## src/rtl/csr_irq_ctrl.sv

```systemverilog
`default_nettype none
// ============================================================================
//  Module   : csr_irq_ctrl
//  Purpose  : CSR-mapped interrupt controller. Latches edge/level requests
//             from COUNT sources, masks them with an enable register and
//             drives one registered irq to the core. Fixed priority (lowest
//             index wins) with a claim/complete handshake through CSRs.
//             CSR map: BASE_ADDR = PENDING, +1 = ENABLE, +2 = CLAIM.
//  Options  : CSR_IRQ_CTRL_SWTRIG_EN - set on PENDING triggers edge sources
//             from software.
//  Revision : 1.0 - initial release
// ============================================================================
module csr_irq_ctrl #(
    parameter logic [11:0]      BASE_ADDR = 12'hbc4,
    parameter int               COUNT     = 8,
    parameter logic [COUNT-1:0] EDGE_MASK = {COUNT{1'b0}}
) (
    input  logic             clk,
    input  logic             rstn,
    input  logic             read,
    input  logic [2:0]       modify,
    input  logic [31:0]      wdata,
    input  logic [11:0]      addr,
    output logic [31:0]      rdata,
    output logic             valid,
    input  logic [COUNT-1:0] src,
    output logic             irq,
    output logic             AVOID_WARNING
);

    localparam logic [11:0] ADDR_PEND  = BASE_ADDR;
    localparam logic [11:0] ADDR_EN    = BASE_ADDR + 12'd1;
    localparam logic [11:0] ADDR_CLAIM = BASE_ADDR + 12'd2;

    localparam logic [2:0]  MOD_WRITE  = 3'b001;
    localparam logic [2:0]  MOD_SET    = 3'b010;
    localparam logic [2:0]  MOD_CLEAR  = 3'b011;

    // Registered address decode
    logic q_en_pend;
    logic q_en_en;
    logic q_en_claim;

    // Source history and controller state
    logic [COUNT-1:0] q_src_prev;
    logic [COUNT-1:0] pending;
    logic [COUNT-1:0] enable;
    logic [COUNT-1:0] inservice;

    // Combinational helpers
    logic [COUNT-1:0] edges;
    logic [COUNT-1:0] active;
    logic [COUNT-1:0] claim_onehot;
    logic [4:0]       claim_idx;
    logic             claim_hit;
    logic             claim_take;
    logic [COUNT-1:0] complete_mask;
    logic [COUNT-1:0] pend_clr;
    logic [COUNT-1:0] sw_set;
    logic [COUNT-1:0] pending_next;
    logic [COUNT-1:0] inservice_next;
    logic [COUNT-1:0] enable_next;

    assign edges  = src & ~q_src_prev & EDGE_MASK;
    assign active = pending & enable & ~inservice;

    // Address decode registered one cycle ahead of the data phase
    always_ff @(posedge clk) begin
        if (!rstn) begin
            q_en_pend  <= 1'b0;
            q_en_en    <= 1'b0;
            q_en_claim <= 1'b0;
        end else begin
            q_en_pend  <= (addr == ADDR_PEND);
            q_en_en    <= (addr == ADDR_EN);
            q_en_claim <= (addr == ADDR_CLAIM);
        end
    end

    // Priority pick: lowest-index active source
    always_comb begin
        claim_onehot = '0;
        claim_idx    = 5'd0;
        claim_hit    = 1'b0;
        for (int i = 0; i < COUNT; i++) begin
            if (active[i] && !claim_hit) begin
                claim_hit       = 1'b1;
                claim_onehot[i] = 1'b1;
                claim_idx       = 5'(i);
            end
        end
    end

    assign claim_take = q_en_claim & read & claim_hit;

    // Complete decode: wdata is a 1-based source id, out-of-range ids match nothing
    always_comb begin
        complete_mask = '0;
        if (q_en_claim && (modify == MOD_WRITE)) begin
            for (int i = 0; i < COUNT; i++) begin
                if (wdata == 32'(i + 1)) begin
                    complete_mask[i] = 1'b1;
                end
            end
        end
    end

    // Software clear only reaches edge-triggered bits
    assign pend_clr = (q_en_pend && (modify == MOD_CLEAR)) ?
                      (wdata[COUNT-1:0] & EDGE_MASK) : '0;

`ifdef CSR_IRQ_CTRL_SWTRIG_EN
    // Software trigger on edge sources, merged with hardware edges
    assign sw_set = (q_en_pend && (modify == MOD_SET)) ?
                    (wdata[COUNT-1:0] & EDGE_MASK) : '0;
`else
    assign sw_set = '0;
`endif

    // Next pending: edge bits keep/clear/set (new edge wins), level bits follow src
    always_comb begin
        pending_next = pending & ~pend_clr;
        if (claim_take) begin
            pending_next = pending_next & ~claim_onehot;
        end
        pending_next = ((pending_next | edges | sw_set) & EDGE_MASK) | (src & ~EDGE_MASK);
    end

    // Next in-service: complete clears first, claim set wins on the same source
    always_comb begin
        inservice_next = inservice & ~complete_mask;
        if (claim_take) begin
            inservice_next = inservice_next | claim_onehot;
        end
    end

    // Next enable: write/set/clear on the low COUNT bits
    always_comb begin
        enable_next = enable;
        if (q_en_en) begin
            case (modify)
                MOD_WRITE: enable_next = wdata[COUNT-1:0];
                MOD_SET:   enable_next = enable | wdata[COUNT-1:0];
                MOD_CLEAR: enable_next = enable & ~wdata[COUNT-1:0];
                default:   enable_next = enable;
            endcase
        end
    end

    // Controller state registers and registered irq
    always_ff @(posedge clk) begin
        if (!rstn) begin
            q_src_prev <= '0;
            pending    <= '0;
            enable     <= '0;
            inservice  <= '0;
            irq        <= 1'b0;
        end else begin
            q_src_prev <= src;
            pending    <= pending_next;
            enable     <= enable_next;
            inservice  <= inservice_next;
            irq        <= |active;
        end
    end

    // CSR read mux, zero when this block is not addressed
    always_comb begin
        rdata = 32'd0;
        if (q_en_pend) begin
            rdata[COUNT-1:0] = pending;
        end else if (q_en_en) begin
            rdata[COUNT-1:0] = enable;
        end else if (q_en_claim) begin
            if (read) begin
                rdata = claim_hit ? ({27'd0, claim_idx} + 32'd1) : 32'd0;
            end else begin
                rdata[31] = |inservice;
            end
        end
    end

    assign valid         = q_en_pend | q_en_en | q_en_claim;
    assign AVOID_WARNING = |wdata[31:COUNT];

endmodule
`default_nettype wire

```

## config.mk

```make
export PLATFORM = sky130hd
export DESIGN_NAME = csr_irq_ctrl
export DESIGN_NICKNAME = d
export VERILOG_FILES = /design/src/rtl/csr_irq_ctrl.sv
export SDC_FILE = /design/constraint.sdc
export NUM_CORES = 1
export LEC_CHECK = 0
export CAP_MARGIN = 20
export CELL_PAD_IN_SITES_DETAIL_PLACEMENT = 1
export CELL_PAD_IN_SITES_GLOBAL_PLACEMENT = 2
export CORE_UTILIZATION = 21
export CTS_BUF_LIST = sky130_fd_sc_hd__clkbuf_4
export DETAILED_ROUTE_END_ITERATION = 12
export PLACE_DENSITY = 0.83
export SETUP_SLACK_MARGIN = 0.4
export SLEW_MARGIN = 20
export SYNTH_ARGS = -nofsm -noshare
export SYNTH_HDL_FRONTEND = slang
export SYNTH_SLANG_ARGS = --single-unit
```

## constraint.sdc

```tcl
create_clock -name clk -period 2.2 [get_ports clk]
set_input_delay 0.33 -clock clk [delete_from_list [all_inputs] [get_ports clk]]
set_output_delay 0.33 -clock clk [all_outputs]
set_load 0.02 [all_outputs]
```

==> results.toml <==
[status]
status = "finished, violations left"
violations = "negative setup slack"

[finish]
areaGrowthSynthToFinish_pct = 77.82
drive_gt1_share_pct = 34.92
insertedDiodeCount = 0
finalNetCount = 418
n_fill_cell = 1004
stdcell_count = 463

[yosys]
ys_ff_latch = 28
synth_edf_count = 0
synth_cell_types = 45
synth-simple-area-share_pct = 39.68
netlist_instances = 232
async_flop_share_pct = 0
synth_xor_area_share_pct = 0.4899
syn-mean-instance-area_um2 = 7.707
synth-compound-area-share_pct = 15.61
synth_top_family_by_area = "simple AND/OR/NAND/NOR gates"
seq_area_frac_synth_pct = 31.35
synthAdderAreaFrac_pct = 0.6998
yosysWarnings = 0
synthFlopType = "dfxtp_1"
synth.mux.area_fraction_pct = 0
synth_area_um2 = 1788

[die]
dieWidth_um = 94.27
die_h_um = 94.27
rows = 33
initial_core_util_pct = 21.76
design.core.area_um2 = 8217
die-area_um2 = 8887
ios = 93

[setup_path]
worstPathCellList = "and3b_2 > nor4b_1 > buf_4 > a211oi_2 > nand2_1 > ha_1 > xnor2_1 > o32ai_2 > buf_4"
cpPeakStageDelay_ns = 0.46
slowest_stage = "nor4b_1"
start_kind = "register"
critPathArrivalTime_ns = 2.38
cp.required_ns = 1.87
endpoint_kind = "output pin"
crit-reg2reg-launch = "inservice[0]$_SDFF_PN0_"
reg2reg_depth = 7
rrSetupSlack_ns = 0.44
cp_max_fo = 4
r2r-end = "inservice[2]$_SDFF_PN0_"
crit_top_cell = "buf_4"
crit_type = "register to output pin"

[placement]
dp_hpwl_um = 5588
port_buffers = 69
numPlacedInstances = 444
place_congestion = 0.8727

[routing]
ant_nets = 0
vias_per_cell = 4.616
drc_errors = 0
via_count = 2137
routed_wirelength_um = 6971
drtIter0Drc = 69
dr.pass1.iters = 4
wl_per_cell_um = 15.06

[clock_network]
clock_sinks = 28
clk-insertion-delay-late_ns = 0.34
clock_path_buffers = 2
cts_tree = "yes"
htreeDepth = 1
cts_buffers = 3
clock-root-buffer = "clkbuf_4"
path_clk_slew_ns = 0.16

[power]
total_leakage_power_nw = 1.330
peakVddDrop_v = 0.0001659
power_density_nw_per_um2 = 293.2
switching_power_uw = 253.0
p_seq_share_pct = 55.5
internal_power_uw = 679.1
sw_frac_of_total_pct = 27.14
p_clk_share_pct = 24.0
pwr-share-comb_pct = 20.6

[global_routing]
grt_max_degree = 20
grt_first_pass_wirelength_um = 10490
antenna_found_initial = 0
grt_pass1_vias = 2165
grt.total_usage_pct = 15.36
gr-total-overflow = 0

[timing]
fin_tns_setup_ns = -1.382
final_hold_viol_count = 0
period_share_pct = 123.3
timing.final.max_slew_violations = 0
worst_pin_slew_ns = 0.4916
slew_headroom_pct = 66.93
period_needed_ns = 2.712
fin_ws_ns = -0.5120
finClkSkew_ns = 0.007414
setup_viol = 4
rsz0062_at_grt = "yes"
fmax_mhz = 368.7

[worst_hold_path]
hold_depth = 2
min_path_type = "input pin to register"
hold_end = "pending[3]$_SDFF_PN0_"
holdCritStartpoint = "src[3]"

[flow_run]
maxCapViolations = 0
## sequential cells by signal, indices dropped and copies added (netlist names)
signal      flops
enable          8
inservice       8
irq             1
pending         8
q_en_claim      1
q_en_en         1
q_en_pend       1
## per-stage QoR
step / area (µm²) / hold slack (ns) / total power [mW] / util [%] / worst slack [ns]
6_report: 3179 / 0.5579 / 0.9321 / 38.69 / -0.5120
5_1_grt: 3179 / 0.5379 / 0.9762 / 38.69 / -0.6315
4_1_cts: 3013 / 0.5540 / 0.9392 / 36.67 / -0.3839
3_5_place_dp: 2867 / 0.5906 / 0.7211 / 34.89 / -0.4953
3_3_place_gp: 2867 / 0.5741 / 0.7160 / 34.89 / -0.4180
2_1_floorplan: 1886 / 0.4058 / 0.6227 / - / 0.06148
## placed cells by master, fill, tap and decap left out, types with 2 or more instances in the layout
cell             instances
a21boi_0                 9
a21oi_1                  5
a21oi_2                  3
and2_1                   9
and3b_1                  3
and3b_2                  3
buf_2                    4
buf_4                   59
buf_6                   10
clkbuf_2                 4
clkbuf_4                 3
clkdlybuf4s15_1          6
clkdlybuf4s50_1         34
conb_1                  23
dfxtp_1                 21
dfxtp_2                  5
dfxtp_4                  2
dlygate4sd2_1           11
dlymetal6s2s_1           3
nand2_1                 34
nand2b_1                 2
nand3_1                  5
nand3_2                  2
nand3b_1                 4
nand4_1                  4
nand4b_1                 2
nor2_1                  17
nor2b_1                  7
nor3_1                   3
nor3_2                   3
nor3b_1                  2
nor4_2                   6
nor4_4                   4
o21ai_0                 14
o21ai_2                  2
o22ai_1                  2
o32ai_2                  2
## layer usage
| metal | routed length, µm | global-route usage, % | part of all wire [%] | vias up |
|---|---|---|---|---|
| li1 | - | - | - | 1034 |
| met4 | 191 | 4.359 | 2.7 | 0 |
| met5 | 0 | 0 | 0 | - |
| met3 | 225 | 2.589 | 3.2 | 13 |
| met2 | 3623 | 27.42 | 52 | 56 |
| met1 | 2931 | 18.67 | 42 | 1034 |
## cell type report
class	count	area, µm²	area share, %
Sequential cell	28	574.3	18.06
Clock buffer	3	22.52	0.7084
Tap cell	105	131.4	4.132
Multi-Input combinational cell	194	1297	40.81
Clock inverter	1	3.754	0.1181
Timing Repair Buffer	132	1150	36.17
## synthesized netlist by cell type, types with 2 or more instances
cell type	instances	area share, %
a21boi_0	9	3.8
nand3_1	7	2.0
nor4_1	10	3.5
nor3b_1	2	0.84
and2_1	9	3.1
nand4b_1	2	0.98
buf_4	23	9.7
or3_1	2	0.70
nor2b_1	7	2.4
clkbuf_1	7	1.5
o22ai_1	2	0.70
o21ai_0	16	4.5
nand3b_1	4	1.7
nor3_1	6	1.7
nand2b_1	2	0.70
and3b_1	6	2.9
nand4_1	4	1.4
a211oi_1	2	0.84
a21oi_1	8	2.2
nand2_1	34	7.1
nor4b_1	2	0.98
nor2_1	18	3.8
dfxtp_1	28	31
## critical path: cells and delay by family (launching register included)
kind                     cells  cell delay (ns)
AND/OR/NAND/NOR              3             0.80
flip-flops                   1             0.35
adder cells (fa/ha/maj)      1             0.16
AO/OA/AOI/OAI                2             0.25
buffers and inverters        2             0.39
XOR/XNOR                     1             0.09
## logic make-up after synthesis
family | count (synthesis)
other | 1
adders and majority gates | 1
DFF | 28
and+or+nand+nor | 125
buffers and inverters | 32
xor gates and xnor gates | 1
AOI/OAI and AO/OA | 44
## power by group through the flow
| stage | clock network (mW) | logic, mW | registers (mW) |
|---|---|---|---|
| 3_5_place_dp | 0 | 0.190 | 0.531 |
| 2_1_floorplan | 0 | 0.0938 | 0.529 |
| 4_1_cts | 0.235 | 0.186 | 0.519 |
| 5_1_grt | 0.251 | 0.207 | 0.518 |
| 3_3_place_gp | 0 | 0.186 | 0.530 |
| 6_report | 0.224 | 0.192 | 0.517 |
## worst max-delay path by stage
stage                                       start  slack (ns)        to
after floorplan           inservice[1]$_SDFF_PN0_        0.06  rdata[2]
after global placement    inservice[3]$_SDFF_PN0_       -0.42  rdata[2]
after detailed placement  inservice[3]$_SDFF_PN0_       -0.50  rdata[2]
after CTS                 inservice[0]$_SDFF_PN0_       -0.38  rdata[2]
after global routing      inservice[1]$_SDFF_PN0_       -0.63  rdata[2]
final                     inservice[1]$_SDFF_PN0_       -0.51  rdata[2]
## timing repair
action / in CTS / in global routing
hold buffers: 0 / 0
setup endpoints to repair: 14 / 18
pin swaps: 15 / 19
gates resized for setup: 97 / 50
buffers inserted: 10 / 5
(Power assumes the default switching activity.)
